<file path="config.mk">
export PLATFORM = sky130hd
export DESIGN_NAME = echo_mux_fifo
export DESIGN_NICKNAME = d
export VERILOG_FILES = /design/src/rtl/echo_mux_fifo.sv
export SDC_FILE = /design/constraint.sdc
export NUM_CORES = 1
export LEC_CHECK = 0
export BUFFER_PORTS_ARGS = -buffer_cell sky130_fd_sc_hd__buf_4
export CAP_MARGIN = 30
export CORE_AREA = 3 3 203 205
export DETAILED_ROUTE_END_ITERATION = 10
export DIE_AREA = 0 0 206 208
export HOLD_SLACK_MARGIN = 0.05
export PLACE_DENSITY = 0.79
export SLEW_MARGIN = 10
export SYNTH_ARGS = -nofsm -noshare
export SYNTH_HDL_FRONTEND = slang
export SYNTH_HIERARCHICAL = 1
export SYNTH_SLANG_ARGS = --single-unit
</file>
<file path="constraint.sdc">
create_clock -name CLK -period 3.1 [get_ports CLK]
set_input_delay 0.465 -clock CLK [delete_from_list [all_inputs] [get_ports CLK]]
set_output_delay 0.465 -clock CLK [all_outputs]
set_load 0.005 [all_outputs]
</file>
<file path="src/rtl/echo_mux_fifo.sv">
// echo_mux_fifo: multi-channel echo responder.
// Each channel owns a circular FIFO. Words are returned on the echo
// interface in per-channel arrival order, and the channels are served
// round-robin at one word per cycle.

// One channel's circular FIFO. A word written this cycle is visible at
// the head only from the next cycle, so an empty channel never bypasses.
module echo_chan_fifo #(
  parameter int WIDTH = 32,
  parameter int DEPTH = 4
) (
  input  logic             CLK,
  input  logic             nRST,
  input  logic             wr_en,
  input  logic [WIDTH-1:0] wr_data,
  input  logic             rd_en,
  output logic [WIDTH-1:0] head,
  output logic             empty,
  output logic             full
);
  localparam int AW   = $clog2(DEPTH);
  localparam int CNTW = $clog2(DEPTH + 1);

  logic [WIDTH-1:0] mem [DEPTH];
  logic [AW-1:0]    wr_ptr, rd_ptr;
  logic [CNTW-1:0]  count;

  // Pointers wrap naturally because DEPTH is a power of two.
  always_ff @(posedge CLK) begin
    if (!nRST) begin
      wr_ptr <= '0;
      rd_ptr <= '0;
      count  <= '0;
    end else begin
      if (wr_en) wr_ptr <= wr_ptr + 1'b1;
      if (rd_en) rd_ptr <= rd_ptr + 1'b1;
      case ({wr_en, rd_en})
        2'b10:   count <= count + 1'b1;
        2'b01:   count <= count - 1'b1;
        default: count <= count;
      endcase
    end
  end

  // Storage is left unreset; only the pointers define which entries are valid.
  always_ff @(posedge CLK) begin
    if (wr_en) mem[wr_ptr] <= wr_data;
  end

  assign head  = mem[rd_ptr];
  assign empty = (count == '0);
  assign full  = (count == CNTW'(DEPTH));
endmodule

module echo_mux_fifo #(
  parameter int WIDTH = 32,
  parameter int DEPTH = 4,
  parameter int NCHAN = 4,
  parameter int CW    = (NCHAN > 1) ? $clog2(NCHAN) : 1,
  parameter int PW    = $clog2(NCHAN * DEPTH + 1)
) (
  input  logic             CLK,
  input  logic             nRST,
  input  logic             say__ENA,
  input  logic [WIDTH-1:0] say_v,
  input  logic [CW-1:0]    say_ch,
  output logic             say__RDY,
  input  logic             echo__RDY,
  output logic             echo__ENA,
  output logic [WIDTH-1:0] echo_v,
  output logic [CW-1:0]    echo_ch,
  output logic [PW-1:0]    pending
);
  typedef struct packed {
    logic [CW-1:0]    ch;
    logic [WIDTH-1:0] v;
  } echo_rsp_t;

  logic [NCHAN-1:0][WIDTH-1:0] head;
  logic [NCHAN-1:0]            empty, full, sel, wr_en, rd_en, elig;
  logic [CW-1:0]               rr_ptr, grant, scan_idx;
  logic                        found, enq;
  echo_rsp_t                   rsp;

  // Per-channel FIFOs, one instance per channel.
  genvar c;
  generate
    for (c = 0; c < NCHAN; c++) begin : g_chan
      // sel is all-zero for an out-of-range channel id, so such requests
      // see say__RDY=0 and never write anywhere.
      assign sel[c]   = (say_ch == CW'(c));
      assign wr_en[c] = say__ENA & sel[c] & ~full[c];
      assign rd_en[c] = echo__ENA & (grant == CW'(c));
      assign elig[c]  = ~empty[c];

      echo_chan_fifo #(.WIDTH(WIDTH), .DEPTH(DEPTH)) u_fifo (
        .CLK     (CLK),
        .nRST    (nRST),
        .wr_en   (wr_en[c]),
        .wr_data (say_v),
        .rd_en   (rd_en[c]),
        .head    (head[c]),
        .empty   (empty[c]),
        .full    (full[c])
      );
    end
  endgenerate

  assign say__RDY = |(sel & ~full);
  assign enq      = say__ENA & say__RDY;

  // Round-robin search: first eligible channel at or above rr_ptr, wrapping.
  always_comb begin
    found    = 1'b0;
    grant    = '0;
    scan_idx = '0;
    for (int i = 0; i < NCHAN; i++) begin
      scan_idx = CW'((int'(rr_ptr) + i) % NCHAN);
      if (!found && elig[scan_idx]) begin
        found = 1'b1;
        grant = scan_idx;
      end
    end
  end

  // Head word and channel are shown whenever something is eligible,
  // independent of echo__RDY; zero otherwise.
  always_comb begin
    rsp = '0;
    if (found) begin
      rsp.ch = grant;
      rsp.v  = head[grant];
    end
  end

  assign echo__ENA = echo__RDY & found;
  assign echo_v    = rsp.v;
  assign echo_ch   = rsp.ch;

  // rr_ptr moves past the channel just served; it holds while stalled.
  always_ff @(posedge CLK) begin
    if (!nRST) begin
      rr_ptr <= '0;
    end else if (echo__ENA) begin
      rr_ptr <= (grant == CW'(NCHAN - 1)) ? '0 : grant + 1'b1;
    end
  end

  // Running total of stored words: at most one in and one out per cycle.
  always_ff @(posedge CLK) begin
    if (!nRST) begin
      pending <= '0;
    end else begin
      pending <= pending + PW'(enq) - PW'(echo__ENA);
    end
  end
endmodule

</file>
## After elaboration in Yosys (flattened, before gate mapping)

Memory sizes are Yosys's and may differ from the RTL's. A register that Yosys moved wholly into a read port is not among the register bits.
Index checks and enable logic that the tools add are counted.

- Input bits: 38
- Word-level logic and storage cells: 144
- Output and inout port bits: 41
- Flip-flop bits (word level): 35
- Memories kept: 4
- Bits in writable memories: 512

Memories:

| memory | depth | bits a word | read ports | clocked after Yosys merged registers in | wr ports | RTL line | source |
|---|---|---|---|---|---|---|---|
| g_chan[0].u_fifo.mem | 4 | 32 | 1 | 1 | 1 | 24 | `logic [WIDTH-1:0] mem [DEPTH];` |
| g_chan[1].u_fifo.mem | 4 | 32 | 1 | 1 | 1 | 24 |  |
| g_chan[2].u_fifo.mem | 4 | 32 | 1 | 1 | 1 | 24 |  |
| g_chan[3].u_fifo.mem | 4 | 32 | 1 | 1 | 1 | 24 |  |

- Add/subtract/negate cells: 22
- Reduce and logical (&&, ||, !) cells: 17
- Multiplexer cells: 40
- Bitwise gates (word level): 24
- Equality and inequality tests: 18
- Magnitude comparators: 5

Operators by type and width:

| operator | count |
|---|---|
| $bmux W32 S2 | 1 |
| $mux W34 | 1 |
| $mux W32 | 1 |
| $mux W2 | 13 |
| $pmux W3 S2 | 4 |
| $add A2 B1 Y2 const B | 10 |
| $eq A2 B2 Y1 const B | 8 |
| $mux W1 | 16 |
| $lt A2 B3 Y1 const B | 5 |
| $and A1 B1 Y1 | 14 |
| $add A3 B1 Y3 const B | 4 |
| $eq A2 B1 Y1 const B | 6 |
| $eq A3 B3 Y1 const B | 4 |
| $logic_not A3 Y1 | 4 |
| $sub A3 B1 Y3 const B | 4 |
| $bmux W1 S2 | 4 |
| $not A1 Y1 | 8 |
| $reduce_bool A2 Y1 | 4 |
| $add A5 B1 Y5 | 1 |
| $sub A5 B1 Y5 | 1 |
| $add A2 B2 Y2 const B | 2 |
| $and A4 B4 Y4 | 1 |
| $logic_not A2 Y1 | 2 |
| $not A4 Y4 | 1 |
| other kinds (3) | 7 |

## Depth between registers and ports, before layout

- Depth in word-level cells: 18
- Mapped depth: 16
- Gate-level depth less buffers: 15

## Modules after synthesis

The synthesis kept the hierarchy.

By module, submodules not included:

| module | cells an instance | instances | area each (um2) | sequential area each (um2) |
|---|---|---|---|---|
| echo_chan_fifo | 213 | 4 | 5,108.6 | 4,023.9 |
| echo_mux_fifo | 182 | 1 | 1,567.8 | 140.1 |

## Worst setup path after synthesis

No wires, ideal clock.

- Path type: reg2reg
- Start: reg g_chan[0].u_fifo.count[1]
- End: reg g_chan[2].u_fifo.count[2]
- Path buffers: 3
- Path slack: -48 ps
- Library setup time: 76 ps
- Cell stages (with the launch flop): 16
- Arrival: 3,072 ps
- Period minus slack after synthesis: 3,148 ps
- Data required time: 3,024 ps
- Cell sequence: dfxtp_1 nor3_1 nor2b_4 nor3b_2 o22a_1 buf_2 buf_6 buf_6 ha_1 and3_1 ha_1 inv_1 fa_1 xor2_1 or3_1 a21boi_0

- Longest elaborated chain between the ends: 18
- Elaborated cells on any way between the ends: 31
- Classes of those cells: eq/ne (3); mux (17); bitwise (3); reduce/logical (8)

Ends and longest elaborated chain:

| item | RTL line | source |
|---|---|---|
| start: declaration | 26 | `logic [CNTW-1:0] count;` |
| start signal: assignment | 38 | `2'b10: count <= count + 1'b1;` |
| start signal: assignment | 39 | `2'b01: count <= count - 1'b1;` |
| start signal: assignment | 40 | `default: count <= count;` |
| $logic_not A3 Y1 (*) | 51 | `assign empty = (count == '0);` |
| net empty[0] | 80 | `logic [NCHAN-1:0] empty, full, sel, wr_en, rd_en, elig;` |
| $not A1 Y1 (*) | 94 | `assign elig[c] = ~empty[c];` |
| $bmux W1 S2 | 119 | `if (!found && elig[scan_idx]) begin` |
| $mux W1 (implied by the code) | 119 |  |
| $mux W1 | 119 |  |
| $logic_not A1 Y1 | 119 |  |
| $logic_and A1 B1 Y1 | 119 |  |
| (+4 left out) | n/a |  |
| $logic_not A1 Y1 | 119 |  |
| $logic_and A1 B1 Y1 | 119 |  |
| $mux W2 or $mux W1 (tied branches) | 119 |  |
| $eq A2 B2 Y1 or $and A1 B1 Y1 (tied branches) | 93, 136 |  |
| $and A1 B1 Y1 (*) | 93 | `assign rd_en[c] = echo__ENA & (grant == CW'(c));` |
| net rd_en[2] | 80 |  |
| $eq A2 B1 Y1 or $eq A2 B2 Y1 (tied branches) | 37 | `case ({wr_en, rd_en})` |
| $pmux W3 S2 or $reduce_bool A2 Y1 (tied branches) | n/a |  |
| end signal: assignment | 38 |  |
| end signal: assignment | 39 |  |
| end signal: assignment | 40 |  |
| end: declaration | 26 |  |

Mark *: on every way through the listed nets, which the timed path passes. The rest lies on a longest branch. The select of a mux whose other input is x is not followed.
A chain may end at the register's enable or synchronous reset.

## Worst setup path after layout

- Start: reg g_chan[0].u_fifo.count[0]
- End: out echo_v[26]

- Longest elaborated chain between the ends: 17
- Elaborated cells on any way between the ends: 27
- Classes of those cells: mux (19); bitwise (1); reduce/logical (7)

Ends and longest elaborated chain:

| item | RTL line | source |
|---|---|---|
| $logic_not A3 Y1 (*) | 51 |  |
| net empty[0] | 80 |  |
| $not A1 Y1 (*) | 94 |  |
| $bmux W1 S2 | 119 |  |
| $mux W1 (implied by the code) | 119 |  |
| $mux W1 | 119 |  |
| $logic_not A1 Y1 | 119 |  |
| $logic_and A1 B1 Y1 | 119 |  |
| (+2 left out) | n/a |  |
| $logic_and A1 B1 Y1 | 119 |  |
| $mux W1 | 119 |  |
| $logic_not A1 Y1 | 119 |  |
| $logic_and A1 B1 Y1 | 119 |  |
| $mux W2 | 119 |  |
| $bmux W32 S2 | 132 | `rsp.v = head[grant];` |
| $mux W32 (implied by the code) | 132 |  |
| $mux W34 (*) | 130 | `if (found) begin` |
| end: declaration | 70 | `output logic [WIDTH-1:0] echo_v,` |

Marked as above.

==> metrics.txt <==
maximum achievable frequency 315 MHz; number of clock sinks 555; master of the slowest instance on the critical path dfxtp_2; I/O pins 79; largest delay contributor family on the critical path simple AND/OR/NAND/NOR gates; final wirelength 50.8 mm; final standard cell utilization of the core 0.650; total congestion overflow after global routing 0; commonest non-fill, non-tap cell in the layout edfxtp_1; post-detailed-route DRC marker count 0; sum of net half-perimeters after detailed placement 25.5 mm; maximum root-to-sink buffer count 3; number of violations of the max-capacitance limit 0; share of final-layout standard cells stronger than drive strength 1 0.351; Buf/Inv on CP 3; Placer Congestion 0.792; # port buffers 78; most used cell, CP buf_4; worst-margin pin slew 0.682 ns; type of the worst setup path flop to output port; Worst setup EP type output port; number of max-slew violations in the final report 0; Finished Layout Cells 1,757; antenna violations before repair 0; die width 206 um; final hold violation count 0; overall fraction of global-route tracks in use 0.237; multi-input logic area 0.00560 mm^2; post-synth net total 1,106; most used cells in the layout excluding fill and tap cells 512 x edfxtp_1, 126 x buf_4, 121 x mux4_2; maximum level of the CTS H-tree 2; root buffer cell clkbuf_16; failing checks setup timing; synthesized netlist cell count 1,034; Worst-path clk slew 0.06 ns; overall die area 0.0428 mm^2; first-pass iteration count of the detailed router 5; Pleak 0.00838 uW; Initial Utilization 0.555; critical-path cell list nor3_4, nor2b_4, nor3b_4, o22a_4, buf_4, buf_16, mux2i_4, o22ai_2, buf_4; classification of the worst-slack hold path input pin to flop; DR WL/cell 28.9 um; floorplan die height 208 um; core outline area 0.0396 mm^2; count of final setup violators 27; kind of start point of the critical path flop; Yosys cell types 40; run status finished, violations left; Inst Count DP 1,642; slew margin rel. 0.546; synthesized area divided by synthesized cell count 21.3 um^2; number of filler cells placed in the layout 2,504; latest clock arrival within the worst-skew pair 0.59 ns; synthesis-to-finish area growth 17.1%; remaining number of nets flagged by the antenna check after routing 0; Synth Register Bits 555; antenna cell count 0; part of the Yosys area used for sequential elements 0.738; longest individual stage delay on the worst path 0.34 ns; Warnings, synthesis 6; final worst path period share 1.02; CTS tree yes; arrival time at the worst endpoint 2.71 ns; worst path required time 2.63 ns; crit-path max FO 8; Net count, final 1,264; pin count of the biggest net entering global routing 35; Peak supply drop 627 uV; Via density 6.19; first-pass GRT wire length 73.6 mm; number of global-route vias before repair 11,300; number of core rows 73; total number of vias 10,900; number of buffers inserted during clock tree synthesis 52; area taken by flip-flops and latches 0.0163 mm^2; Synth Cell Area 0.0220 mm^2; post-layout minimum cycle time 3.17 ns; drt initial violations 1,348; setup slack after layout -0.0740 ns; final clock skew 0.0238 ns; setup repair after global routing missed its margin true; ratio of total power to cell area 929 mW/mm^2
-- Yosys cell counts --
| library cell | count | share of area |
|---|---|---|
| nor3_1 | 5 | 0.0011 |
| buf_8 | 1 | 0.00068 |
| buf_2 | 15 | 0.0034 |
| mux4_1 | 8 | 0.0096 |
| inv_2 | 4 | 0.00068 |
| clkbuf_1 | 7 | 0.0012 |
| a21o_1 | 2 | 0.00068 |
| buf_12 | 12 | 0.011 |
| a211oi_1 | 2 | 0.00068 |
| nor3b_2 | 1 | 0.00057 |
| and2_1 | 42 | 0.012 |
| mux4_2 | 121 | 0.12 |
| xnor2_1 | 9 | 0.0036 |
| o21ai_0 | 9 | 0.0020 |
| fa_1 | 5 | 0.0045 |
| o22ai_1 | 32 | 0.0091 |
| nor4b_1 | 1 | 0.00040 |
| nor3b_1 | 1 | 0.00034 |
| ha_1 | 29 | 0.016 |
| o21ai_1 | 1 | 0.00023 |
| o211ai_4 | 1 | 0.00097 |
| dfxtp_1 | 43 | 0.039 |
| inv_1 | 32 | 0.0055 |
| edfxtp_1 | 512 | 0.70 |
| mux2_2 | 1 | 0.00051 |
| buf_6 | 8 | 0.0041 |
| nor2_1 | 7 | 0.0012 |
| a21boi_0 | 4 | 0.0014 |
| o21a_1 | 1 | 0.00034 |
| o22a_1 | 2 | 0.00080 |
| nor2b_1 | 4 | 0.0011 |
| or3_1 | 4 | 0.0011 |
| nand2_1 | 12 | 0.0020 |
| nand4_1 | 1 | 0.00028 |
| xor2_1 | 15 | 0.0060 |
| nor4bb_1 | 1 | 0.00045 |
| a21oi_1 | 2 | 0.00045 |
| nor2b_4 | 1 | 0.00063 |
| and3_1 | 8 | 0.0023 |
| mux2i_1 | 68 | 0.031 |
-- power by group --
group,switching [uW],internal (uW)
Sequential,223,8410
Clock,2710,3760
Combinational,4340,4500
Total,7270,16700
-- area by class of cell --
class	instances	area share
clock buffers	68	0.0556
flip-flops and latches	555	0.631
multi-input cells	400	0.217
clock inverters	26	0.0113
well taps	525	0.0255
inverters	36	0.00524
repair buffers	147	0.0542
-- flip-flops by register name (all words and copies together), names as in the netlist, named ones only --
| name | count |
|---|---|
| rr_ptr | 2 |
| g_chan.u_fifo/mem | 512 |
| g_chan.u_fifo/wr_ptr | 8 |
| g_chan.u_fifo/count | 12 |
| g_chan.u_fifo/rd_ptr | 8 |
| pending | 5 |
-- timing repair --
item | 4_1_cts | 5_1_grt
buffers inserted | 9 | 5
setup endpoints to repair | 33 | 37
gates cloned | 6 | 1
resized for setup | 35 | 55
pin swaps | 9 | 8
hold buffers | 0 | 0
-- stage by stage --
stage                     setup WS, ns  power [uW]  hold WS [ns]  instance area, um^2  setup TNS (ns)
after global routing            -0.149       24700         0.177                25800           -3.85
final                          -0.0740       23900         0.179                25800          -0.917
after CTS                      -0.0782       23100         0.155                25400           -1.68
after floorplan                 0.0254       12900         0.473                22000               0
after global placement           0.257       15100         0.487                23300               0
after detailed placement        0.0695       15200         0.508                23300               0
-- layer usage --
layer | GRT usage | wire [um]
met5 | 0 | 0
met4 | 0.0744 | 1520
met3 | 0.0463 | 4390
met2 | 0.399 | 25900
met1 | 0.316 | 19100
-- worst paths after layout --
kind	from	to	slack (ns)	depth (start not counted)
max	g_chan[0].u_fifo/count[0]$_SDFFE_PN0P_	echo_v[26]	-0.07	9
min	say_v[15]	g_chan[0].u_fifo/mem[3][15]$_DFFE_PP_	0.18	1
max reg2reg	g_chan[2].u_fifo/count[0]$_SDFFE_PN0P_	g_chan[0].u_fifo/count[2]$_SDFFE_PN0P_	0.06	14
min reg2reg	g_chan[2].u_fifo/count[2]$_SDFFE_PN0P_	g_chan[2].u_fifo/count[2]$_SDFFE_PN0P_	0.51	2
-- cells by family (layout without fill, tap and decap cells) --
family	Yosys count	in the layout	share of synthesized area
compound gates	56	56	0.0167
xor+xnor	24	24	0.00955
buf+inv	79	277	0.0264
flops	555	555	0.738
mux	198	198	0.165
fa+ha+maj	34	34	0.0210
simple gates	88	88	0.0235
(Power assumes the default switching activity.)
